**config.mk**
```make
export PLATFORM = sky130hd
export DESIGN_NAME = vedic_seq_mul32
export DESIGN_NICKNAME = d
export VERILOG_FILES = /design/src/rtl/vedic_seq_mul32.sv
export SDC_FILE = /design/constraint.sdc
export NUM_CORES = 1
export LEC_CHECK = 0
export ABC_AREA = 1
export CAP_MARGIN = 20
export CORE_MARGIN = 3
export CORE_UTILIZATION = 55
export DETAILED_ROUTE_END_ITERATION = 8
export PLACE_DENSITY = 0.78
export SLEW_MARGIN = 20
export SYNTH_ARGS = -nofsm -noshare
export SYNTH_HDL_FRONTEND = slang
export SYNTH_SLANG_ARGS = --single-unit
```
**constraint.sdc**
```tcl
create_clock -name clk -period 11.65 [get_ports clk]
set_input_delay 1.7475 -clock clk [delete_from_list [all_inputs] [get_ports clk]]
set_output_delay 1.7475 -clock clk [all_outputs]
set_load 0.005 [all_outputs]
```
**src/rtl/vedic_seq_mul32.sv**
```systemverilog
// vedic_seq_mul32: sequential 32x32 unsigned multiplier, one 16x16 partial product per cycle
module vedic_seq_mul32 (
    input  logic        clk,
    input  logic        rst_n,
    input  logic        in_valid,
    output logic        in_ready,
    input  logic [31:0] a,
    input  logic [31:0] b,
    output logic        out_valid,
    input  logic        out_ready,
    output logic [63:0] p,
    output logic        busy
);
    typedef enum logic [1:0] {IDLE, CALC, DONE} state_t;
    state_t      state, state_nxt;
    logic [1:0]  step;
    logic [31:0] a_r, b_r;
    logic [15:0] x, y;
    logic [31:0] pp;
    logic [63:0] acc, term, sum;
    logic        accept;
    // pick operand halves for the current step, form the product and align it
    always_comb begin
        x    = step[0] ? a_r[31:16] : a_r[15:0];
        y    = step[1] ? b_r[31:16] : b_r[15:0];
        pp   = 32'(x) * 32'(y);
        term = (step == 2'd0) ? {32'd0, pp} : (step == 2'd3) ? {pp, 32'd0} : {16'd0, pp, 16'd0};
        sum  = acc + term;
    end
    // next state and handshake outputs decoded from the registered state only
    always_comb begin
        accept    = (state == IDLE) && in_valid;
        state_nxt = accept ? CALC
                  : (state == CALC && step == 2'd3) ? DONE
                  : (state == DONE && out_ready) ? IDLE
                  : state;
        in_ready  = (state == IDLE);
        out_valid = (state == DONE);
        busy      = (state != IDLE);
    end
    // state register
    always_ff @(posedge clk or negedge rst_n) begin
        if (!rst_n) state <= IDLE;
        else        state <= state_nxt;
    end
    // operand capture, accumulation and product latch on the final step
    always_ff @(posedge clk or negedge rst_n) begin
        if (!rst_n) begin
            a_r  <= '0;
            b_r  <= '0;
            acc  <= '0;
            step <= '0;
            p    <= '0;
        end else if (accept) begin
            a_r  <= a;
            b_r  <= b;
            acc  <= '0;
            step <= '0;
        end else if (state == CALC) begin
            acc  <= sum;
            step <= step + 2'd1;
            if (step == 2'd3) p <= sum;
        end
    end
endmodule

```
* Yosys cells after proc, flatten, opt, wreduce, memory -nomap -nowiden
Cells that the tools add are included.
Widths: inputs -> output; s select.
** Cells by class
- $add $sub $neg :: 2
- $mul :: 1
- Div/mod/pow operators :: 0
- Order comparisons :: 0
- Eq/ne operators :: 3
- Shift-type cells :: 0
- Multiplexer cells :: 11
- Bitwise logic cells :: 1
- Reductions and logical operators :: 9
** Operator list (number)
- $mux 64 :: 4
- $add 64x64->64 :: 1
- $mul 16x16->32 :: 1
- $mux 16 :: 2
- $mux 2 :: 5
- $eq 2x2->1 const B :: 2
- $logic_not 2->1 :: 2
- $reduce_bool 2->1 :: 2
- $logic_and 1x1->1 :: 3
- $reduce_and 3->1 :: 1
- $reduce_bool 3->1 :: 1
- $add 2x1->2 const B :: 1
- $eq 2x1->1 const B :: 1
- $not 1->1 :: 1
** Storage, ports and cells
- Register bits after elaboration :: 196
- Bits in latches :: 0
- Bits in writable memories :: 0
- Memory bits (read-only) :: 0
- Input bits :: 68
- Output and inout bits :: 67
- Logic and storage cells :: 33
- Memories :: 0

* Depth between registers and ports, before layout
Gate-level depths: netlist of run 1.
- Word-level depth :: 7
- Mapped depth :: 45
- Gate-level depth less buffers :: 43

* Worst setup path after synthesis of run 1
Ideal clock, no wire load.
- Kind :: reg-to-reg
- From :: reg step[0]
- To :: reg p[25]
- Library setup time :: 0.118 ns
- Data arrival time :: 7.242 ns
- Required time :: 11.532 ns
- Setup slack :: 4.290 ns
- Stages on the path, launching flop included :: 34
- Buffers on the path :: 2
- Period minus slack after synthesis :: 7.360 ns
- Cells stage by stage :: dfrtp_1 -> buf_4 -> buf_2 -> o21ai_1 -> clkinv_1 -> nand2_1 -> fa_1 -> fa_1 -> fa_1 -> fa_1 -> inv_1 -> fa_1 -> inv_1 -> fa_1 -> inv_1 -> ha_1 -> a21o_1 -> nor2_1 -> nand2_1 -> nand2_1 -> nand3_1 -> a21o_1 -> or2_1 -> nand3_1 -> nand2_1 -> ha_1 -> a21oi_1 -> a21boi_0 -> o21ai_0 -> a21oi_1 -> nand2_1 -> or2_2 -> nand3_1 -> nand2_1
** On the way
- Word-level cells in the longest chain between the ends :: 5
- Elaborated cells on any way between the ends :: 8
- Those cells by class :: 1 x add/sub; 1 x mul; 1 x eq/ne; 3 x mux; 2 x reduce/logical
** Ends and longest elaborated chain
- from (decl) :: line 16 : logic [1:0] step;
- from (signal assigned) :: line 61 : step <= step + 2'd1;
- $mux 16 :: line 24 : x = step[0] ? a_r[31:16] : a_r[15:0];
- $mul 16x16->32 :: line 26 : pp = 32'(x) * 32'(y);
- $mux 64 (2 in a row) :: line 27 : term = (step == 2'd0) ? {32'd0, pp} : (step == 2'd3) ? {pp, 32'd0} : {16'd0, pp, 16'd0};
- $add 64x64->64 :: line 28 : sum = acc + term;
- to (signal assigned) :: line 62 : if (step == 2'd3) p <= sum;
- to (decl) :: line 11 : output logic [63:0] p,
Several ways; a longest one is shown, not always the timed one.
A chain may end at the register's enable or synchronous reset.

* Final worst setup path of run 1
- From :: reg step[0]
- To :: reg p[46]
Same word-level chain as after synthesis.

==> out/qor.csv, run 1 <==
metric,value,unit
status,finished clean,
RSZ-0062 raised after global routing,no,
DRC,0,
# Post-CTS Setup Buffers,0,
CP arrival,10.31,ns
CP max stage cell,dfrtp_1,
via count,20270,
clk buf depth,2,
die width,203.5,microns
Mapped Area,21450,sq um
syn_nets,3400,
Post-Synth Adder-Cell Area,28.06,%
num ports,135,
mux cell area share after synthesis,0,%
number of global-route vias before repair,21280,
critical path required time,12.02,ns
Final Skew,0.01789,ns
drt pass-1 iters,6,
"commonest non-fill, non-tap cell in the layout",nand2_1,
cells after synthesis,2968,
"EDFF count, synth",0,
simple-gate portion of the synthesized area,28.28,%
synth warn,0,
gpl congestion,1.040,
Synth Register Bits,196,
setup_tns,0,ns
global-route wire length before repair,116.1,mm
CTS tree,yes,
post-CTS sizing,0,
maxcap violations,0,
pin count of the biggest net entering global routing,126,
die height,203.5,microns
Synth Area in XOR/XNOR,1.960,%
crit-path max cell delay,0.92,ns
H-tree depth,4,
Core Area,38020,sq um
Slew @ Worst Pin,1.036,ns
Via density,5.642,
Clock Tree Root,clkbuf_16,
CTS sink cnt,196,
Max Fclk,100.5,MHz
area added between synthesis and finish,11.49,%
top_reg_cell synth,dfrtp_1,
drt wl/cell,20.59,microns
GRT Util Overall,36.50,%
die footprint,41400,sq um
crit start category,flop,
most frequent cells in the layout,"905 x nand2_1, 445 x inv_1, 330 x nor2_1, 196 x dfrtp_1, 195 x fa_1",
Final nets,3502,
Post-CTS Hold Fix Bufs,0,
diode count,0,
crit share post-route,85.39,%
largest family of logic cells by synthesized area,simple AND/OR/NAND/NOR gates,
"critical path fanouts, max",20,
routed wire length,73.97,mm
Worst VDD drop,0.1348,mV
Compound-Gate Fraction of Synth Area,9.386,%
Antenna Nets Post-Route,0,
PD cells,57.41,nW/um^2
Period minus WS final,9.949,ns
crit path kind,flop to flop,
initial DRC count,1737,
IO buf count,134,
initial antenna violation count,0,
"Hold Violations, Final",0,
Min Hold Slack,0.4800,ns
Setup Viol. Count Final,0,
row count,71,
CTS Buf Count,17,
HPWL after detailed placement,60.01,mm
max_slew headroom,30.90,%
Worst-Skew Late Latency,0.49,ns
Setup crit end kind,flop,
share of cells above drive strength 1,4.770,%
Hold Crit Class,flop to flop,
Clock transition at path regs,0.08,ns
P_leak,13.41,nW
ys async rst share,100.0,%
max-slew violation count,0,
post-synthesis cell type count,50,
"Seq/Total Area, Yosys",22.87,%
Avg Inst Size Synth,7.227,sq um
most frequent CP cell,nand2_1,
initial core utilization,56.41,%
GR Overflow Total,0,
Yosys cell counts (2+ instances only):
cell,number,area (sq um)
ha_1,169,2115
o21ai_4,3,48.80
o21bai_1,18,135.1
o21ai_2,15,131.4
nand4_1,10,62.56
nor4_1,4,25.02
o211ai_1,2,15.01
a21o_1,12,90.09
clkinv_1,6,22.52
dfrtp_1,196,4905
nand3_2,5,50.05
buf_1,3,11.26
a21oi_1,110,550.5
or2_1,7,43.79
and2_1,2,12.51
clkbuf_4,2,15.01
buf_4,3,22.52
nand2_1,906,3401
o21ai_1,13,65.06
inv_2,10,37.54
a21boi_0,5,37.54
xor2_1,16,140.1
or2_2,33,206.5
nand3_1,130,650.6
o21ai_0,123,615.6
inv_1,446,1674
nor2_1,331,1242
o21bai_2,3,33.78
a31oi_1,4,25.02
buf_2,15,75.07
o22ai_1,21,131.4
nand3b_1,17,127.6
o21a_1,6,45.04
nor2_2,4,25.02
nor3_1,17,85.08
nand2_2,13,81.33
xnor2_1,32,280.3
a21oi_2,6,52.55
fa_1,195,3904
clkbuf_1,45,168.9
area by class of cell:
cell class	count	area (sq um)
tap	511	639.4
clock buffer	17	425.4
timing repair buffer	151	1473
fill	3542	14110
inverter	462	1734
clock inverter	14	200.2
sequential	196	4905
multi-input combinational	2242	14540
per-layer routing:
| layer | routed length (microns) | track usage, % | up-vias |
|---|---|---|---|
| met3 | 5189 | 6.544 | 265 |
| met2 | 35830 | 62.79 | 910 |
| met5 | 0 | 0 | - |
| met4 | 5352 | 21.98 | 0 |
| met1 | 27600 | 42.64 | 9686 |
| li1 | - | - | 9410 |
critical path, delay by kind of cell (launching register included):
kind	cells	cell delay, ns
flops	1	0.92
compound gates	3	0.68
fa+ha+maj	8	3.82
buf+inv	7	1.17
xor+xnor	1	0.45
simple gates	15	2.75
state kept, by name (all words and copies together), names as in the netlist:
signal / cells
a_r: 32
acc: 64
b_r: 32
p: 64
state: 2
step: 2
final timing paths:
kind / startpoint / to / slack [ns] / cells past startpoint
min in group asynchronous: rst_n / a_r[12]$_DFFE_PN0P_ / 1.39 / 1
min reg2reg: b_r[18]$_DFFE_PN0P_ / b_r[18]$_DFFE_PN0P_ / 0.48 / 2
max reg2reg: step[0]$_DFFE_PN0P_ / p[46]$_DFFE_PN0P_ / 1.70 / 34
max in group asynchronous: rst_n / acc[28]$_DFFE_PN0P_ / 8.52 / 2
min: b_r[18]$_DFFE_PN0P_ / b_r[18]$_DFFE_PN0P_ / 0.48 / 2
max: step[0]$_DFFE_PN0P_ / p[46]$_DFFE_PN0P_ / 1.70 / 34
metrics by stage:
step           area [sq um]  utilization, %  power (mW)  std cells  setup WS (ns)
6_report              23910           62.90       1.373       3593          1.701
5_1_grt               23910           62.90       1.409       3593          1.405
4_1_cts               23910           62.90       1.378       3593          1.981
3_5_place_dp          23290           61.25      0.7306       3562          2.034
3_3_place_gp          23290           61.25      0.7300       3562          2.158
2_1_floorplan         21450               -      0.6934       2968          4.290
cells by family (layout without fill, tap and decap cells):
group,after synthesis,in the layout
AND/OR/NAND/NOR,1485,1485
buffers and inverters,530,644
XOR/XNOR,48,48
adder cells (fa/ha/maj),364,364
AO/OA/AOI/OAI,345,345
flip-flops,196,196
power by group:
group	leakage (nW)	switching (mW)	total (mW)	internal (mW)
clock network	0.302	0.295	0.657	0.362
registers	2.38	0	0.680	0.680
logic	10.7	0.0169	0.0366	0.0197
No activity file was read; power rests on OpenSTA's default activity.
==> inputs of run 2 (changes only) <==
--- a/config.mk
+++ b/config.mk
@@ -10,6 +10,7 @@
 export CORE_MARGIN = 3
 export CORE_UTILIZATION = 55
 export DETAILED_ROUTE_END_ITERATION = 8
+export GPL_ROUTABILITY_DRIVEN = 0
 export PLACE_DENSITY = 0.78
 export SLEW_MARGIN = 20
 export SYNTH_ARGS = -nofsm -noshare
==> run 2 against run 1 <==
  * Maximum frequency shrank 0.49%
  * Flip-flop and latch count is the same
  * Core utilization is 0.13 points lower
  * Global-route usage fell by 3.4 points
  * Critical endpoint is now acc[61]$_DFFE_PN0P_
==> out/qor.csv, run 2 (same netlist as run 1, synthesis figures left out) <==
metric,value,unit,change
status,finished clean,,unchanged
CTS sink cnt,196,,unchanged
num ports,135,,unchanged
Core Area,38020,sq um,unchanged
Setup Viol. Count Final,0,,unchanged
r2r startpoint,step[1]$_DFFE_PN0P_,,was step[0]$_DFFE_PN0P_
PD cells,56.10,nW/um^2,was 57.41 nW/um^2
Worst R2R Setup Slack,1.65,ns,was 1.70 ns
Min Hold Slack,0.4755,ns,was 0.4800 ns
crit-path max cell delay,0.78,ns,was 0.92 ns
Post-Route M1 WL,24.72,mm,was 27.60 mm
Post-CTS Hold Fix Bufs,0,,unchanged
DRC,0,,unchanged
die width,203.5,microns,unchanged
crit start category,flop,,unchanged
diode count,0,,unchanged
IO buf count,134,,unchanged
dpl cells,3558,,was 3562
pin count of the biggest net entering global routing,80,,was 126
setup_tns,0,ns,unchanged
initial core utilization,56.41,%,unchanged
CTS Buf Count,17,,unchanged
H-tree depth,4,,unchanged
# Post-CTS Setup Buffers,0,,unchanged
hold path cells,2,,unchanged
Worst-Skew Late Latency,0.48,ns,was 0.49 ns
Max Fclk,100.0,MHz,was 100.5 MHz
Post-Layout Cell Count,3590,,was 3593
pre-CTS WS,2.197,ns,was 2.034 ns
Clock Tree Root,clkbuf_16,,unchanged
crit share post-route,85.82,%,was 85.39%
drt wl/cell,18.69,microns,was 20.59 microns
"commonest non-fill, non-tap cell in the layout",nand2_1,,unchanged
drt pass-1 iters,7,,was 6
GR Overflow Total,0,,unchanged
number of global-route vias before repair,21370,,was 21280
most frequent CP cell,inv_1,,was nand2_1
WL met3,6.163,mm,was 5.189 mm
via count,20690,,was 20270
Layout fillers,3356,,was 3542
initial DRC count,2294,,was 1737
row count,71,,unchanged
HPWL after detailed placement,53.81,mm,was 60.01 mm
P_leak,13.39,nW,was 13.41 nW
RSZ-0062 raised after global routing,no,,unchanged
top flop regs,"acc x64, p x64",,unchanged
Clock transition at path regs,0.08,ns,about the same
max-slew violation count,0,,unchanged
total power,1.339,mW,was 1.373 mW
crit path kind,flop to flop,,unchanged
CP max stage cell,dfrtp_1,,unchanged
initial antenna violation count,0,,unchanged
CTS tree,yes,,unchanged
max_slew headroom,27.44,%,was 30.90%
r2r worst-path depth,36,,was 34
area added between synthesis and finish,11.25,%,was 11.49%
Slew @ Worst Pin,1.077,ns,was 1.036 ns
Antenna Nets Post-Route,0,,unchanged
"critical path fanouts, max",18,,was 20
Final Skew,0.01996,ns,was 0.01789 ns
hold path startpoint,b_r[18]$_DFFE_PN0P_,,unchanged
share of cells above drive strength 1,4.677,%,was 4.770%
die height,203.5,microns,unchanged
CP arrival,10.37,ns,was 10.31 ns
met2 wire len,31.05,mm,was 35.83 mm
most frequent cells in the layout,"905 x nand2_1, 445 x inv_1, 330 x nor2_1, 196 x dfrtp_1, 195 x fa_1",,unchanged
routed wire length,67.11,mm,was 73.97 mm
Worst VDD drop,0.09719,mV,was 0.1348 mV
GRT Util Overall,33.12,%,was 36.50%
clk buf depth,2,,unchanged
Period minus WS final,9.998,ns,was 9.949 ns
final worst setup slack,1.652,ns,was 1.701 ns
critical path required time,12.02,ns,about the same
global-route wire length before repair,108.4,mm,was 116.1 mm
maxcap violations,0,,unchanged
"Hold Violations, Final",0,,unchanged
end of the worst hold path,b_r[18]$_DFFE_PN0P_,,unchanged
Top Metal Used,met4,,unchanged
r2r endpoint,acc[61]$_DFFE_PN0P_,,was p[46]$_DFFE_PN0P_
Via density,5.762,,was 5.642
Setup crit end kind,flop,,unchanged
Hold Crit Class,flop to flop,,unchanged
post-CTS sizing,0,,unchanged
Final nets,3498,,was 3502
die footprint,41400,sq um,unchanged
## run 2: where the power goes
part           switching (mW)  leakage (nW)  internal [mW]
Clock                   0.293         0.301          0.329
Sequential                  0          2.38          0.680
Combinational          0.0168          10.7         0.0199
## run 2: through the flow
| step | cell area (sq um) | util [%] |
|---|---|---|
| floorplan | 21450 | - |
| global placement | 23260 | 61.17 |
| detailed placement | 23260 | 61.17 |
| CTS | 23860 | 62.76 |
| global route | 23860 | 62.76 |
| finish | 23860 | 62.76 |
## run 2: worst max-delay path by stage
stage / from / endpoint / depth (start not counted)
finish: step[1]$_DFFE_PN0P_ / acc[61]$_DFFE_PN0P_ / 36
global route: step[1]$_DFFE_PN0P_ / acc[61]$_DFFE_PN0P_ / 37
CTS: step[1]$_DFFE_PN0P_ / p[61]$_DFFE_PN0P_ / 36
detailed placement: step[1]$_DFFE_PN0P_ / p[59]$_DFFE_PN0P_ / 35
global placement: step[0]$_DFFE_PN0P_ / p[59]$_DFFE_PN0P_ / 33
floorplan: step[0]$_DFFE_PN0P_ / p[25]$_DFFE_PN0P_ / 33
## run 2: routing by layer
layer,global-route usage (%),vias to the layer above
met4,21.90,0
met3,6.273,349
met2,54.56,1188
met1,39.73,9730
met5,0,-
li1,-,9419
## run 2: layout make-up
class | count | area, sq um | share of cell area (%)
multi-input combinational | 2242 | 14540 | 60.92
sequential | 196 | 4905 | 20.55
inverter | 462 | 1734 | 7.267
timing repair buffer | 147 | 1443 | 6.045
tap | 511 | 639.4 | 2.679
clock buffer | 18 | 439.2 | 1.840
clock inverter | 14 | 165.2 | 0.6921
## run 2: critical path, delay by kind of cell, from the launching register on
| kind | cells | cell delay [ns] |
|---|---|---|
| adder cells (fa/ha/maj) | 8 | 3.89 |
| AND/OR/NAND/NOR | 15 | 2.51 |
| buffers and inverters | 8 | 1.29 |
| AO/OA/AOI/OAI | 4 | 1.11 |
| flip-flops | 1 | 0.78 |
| XOR/XNOR | 1 | 0.34 |
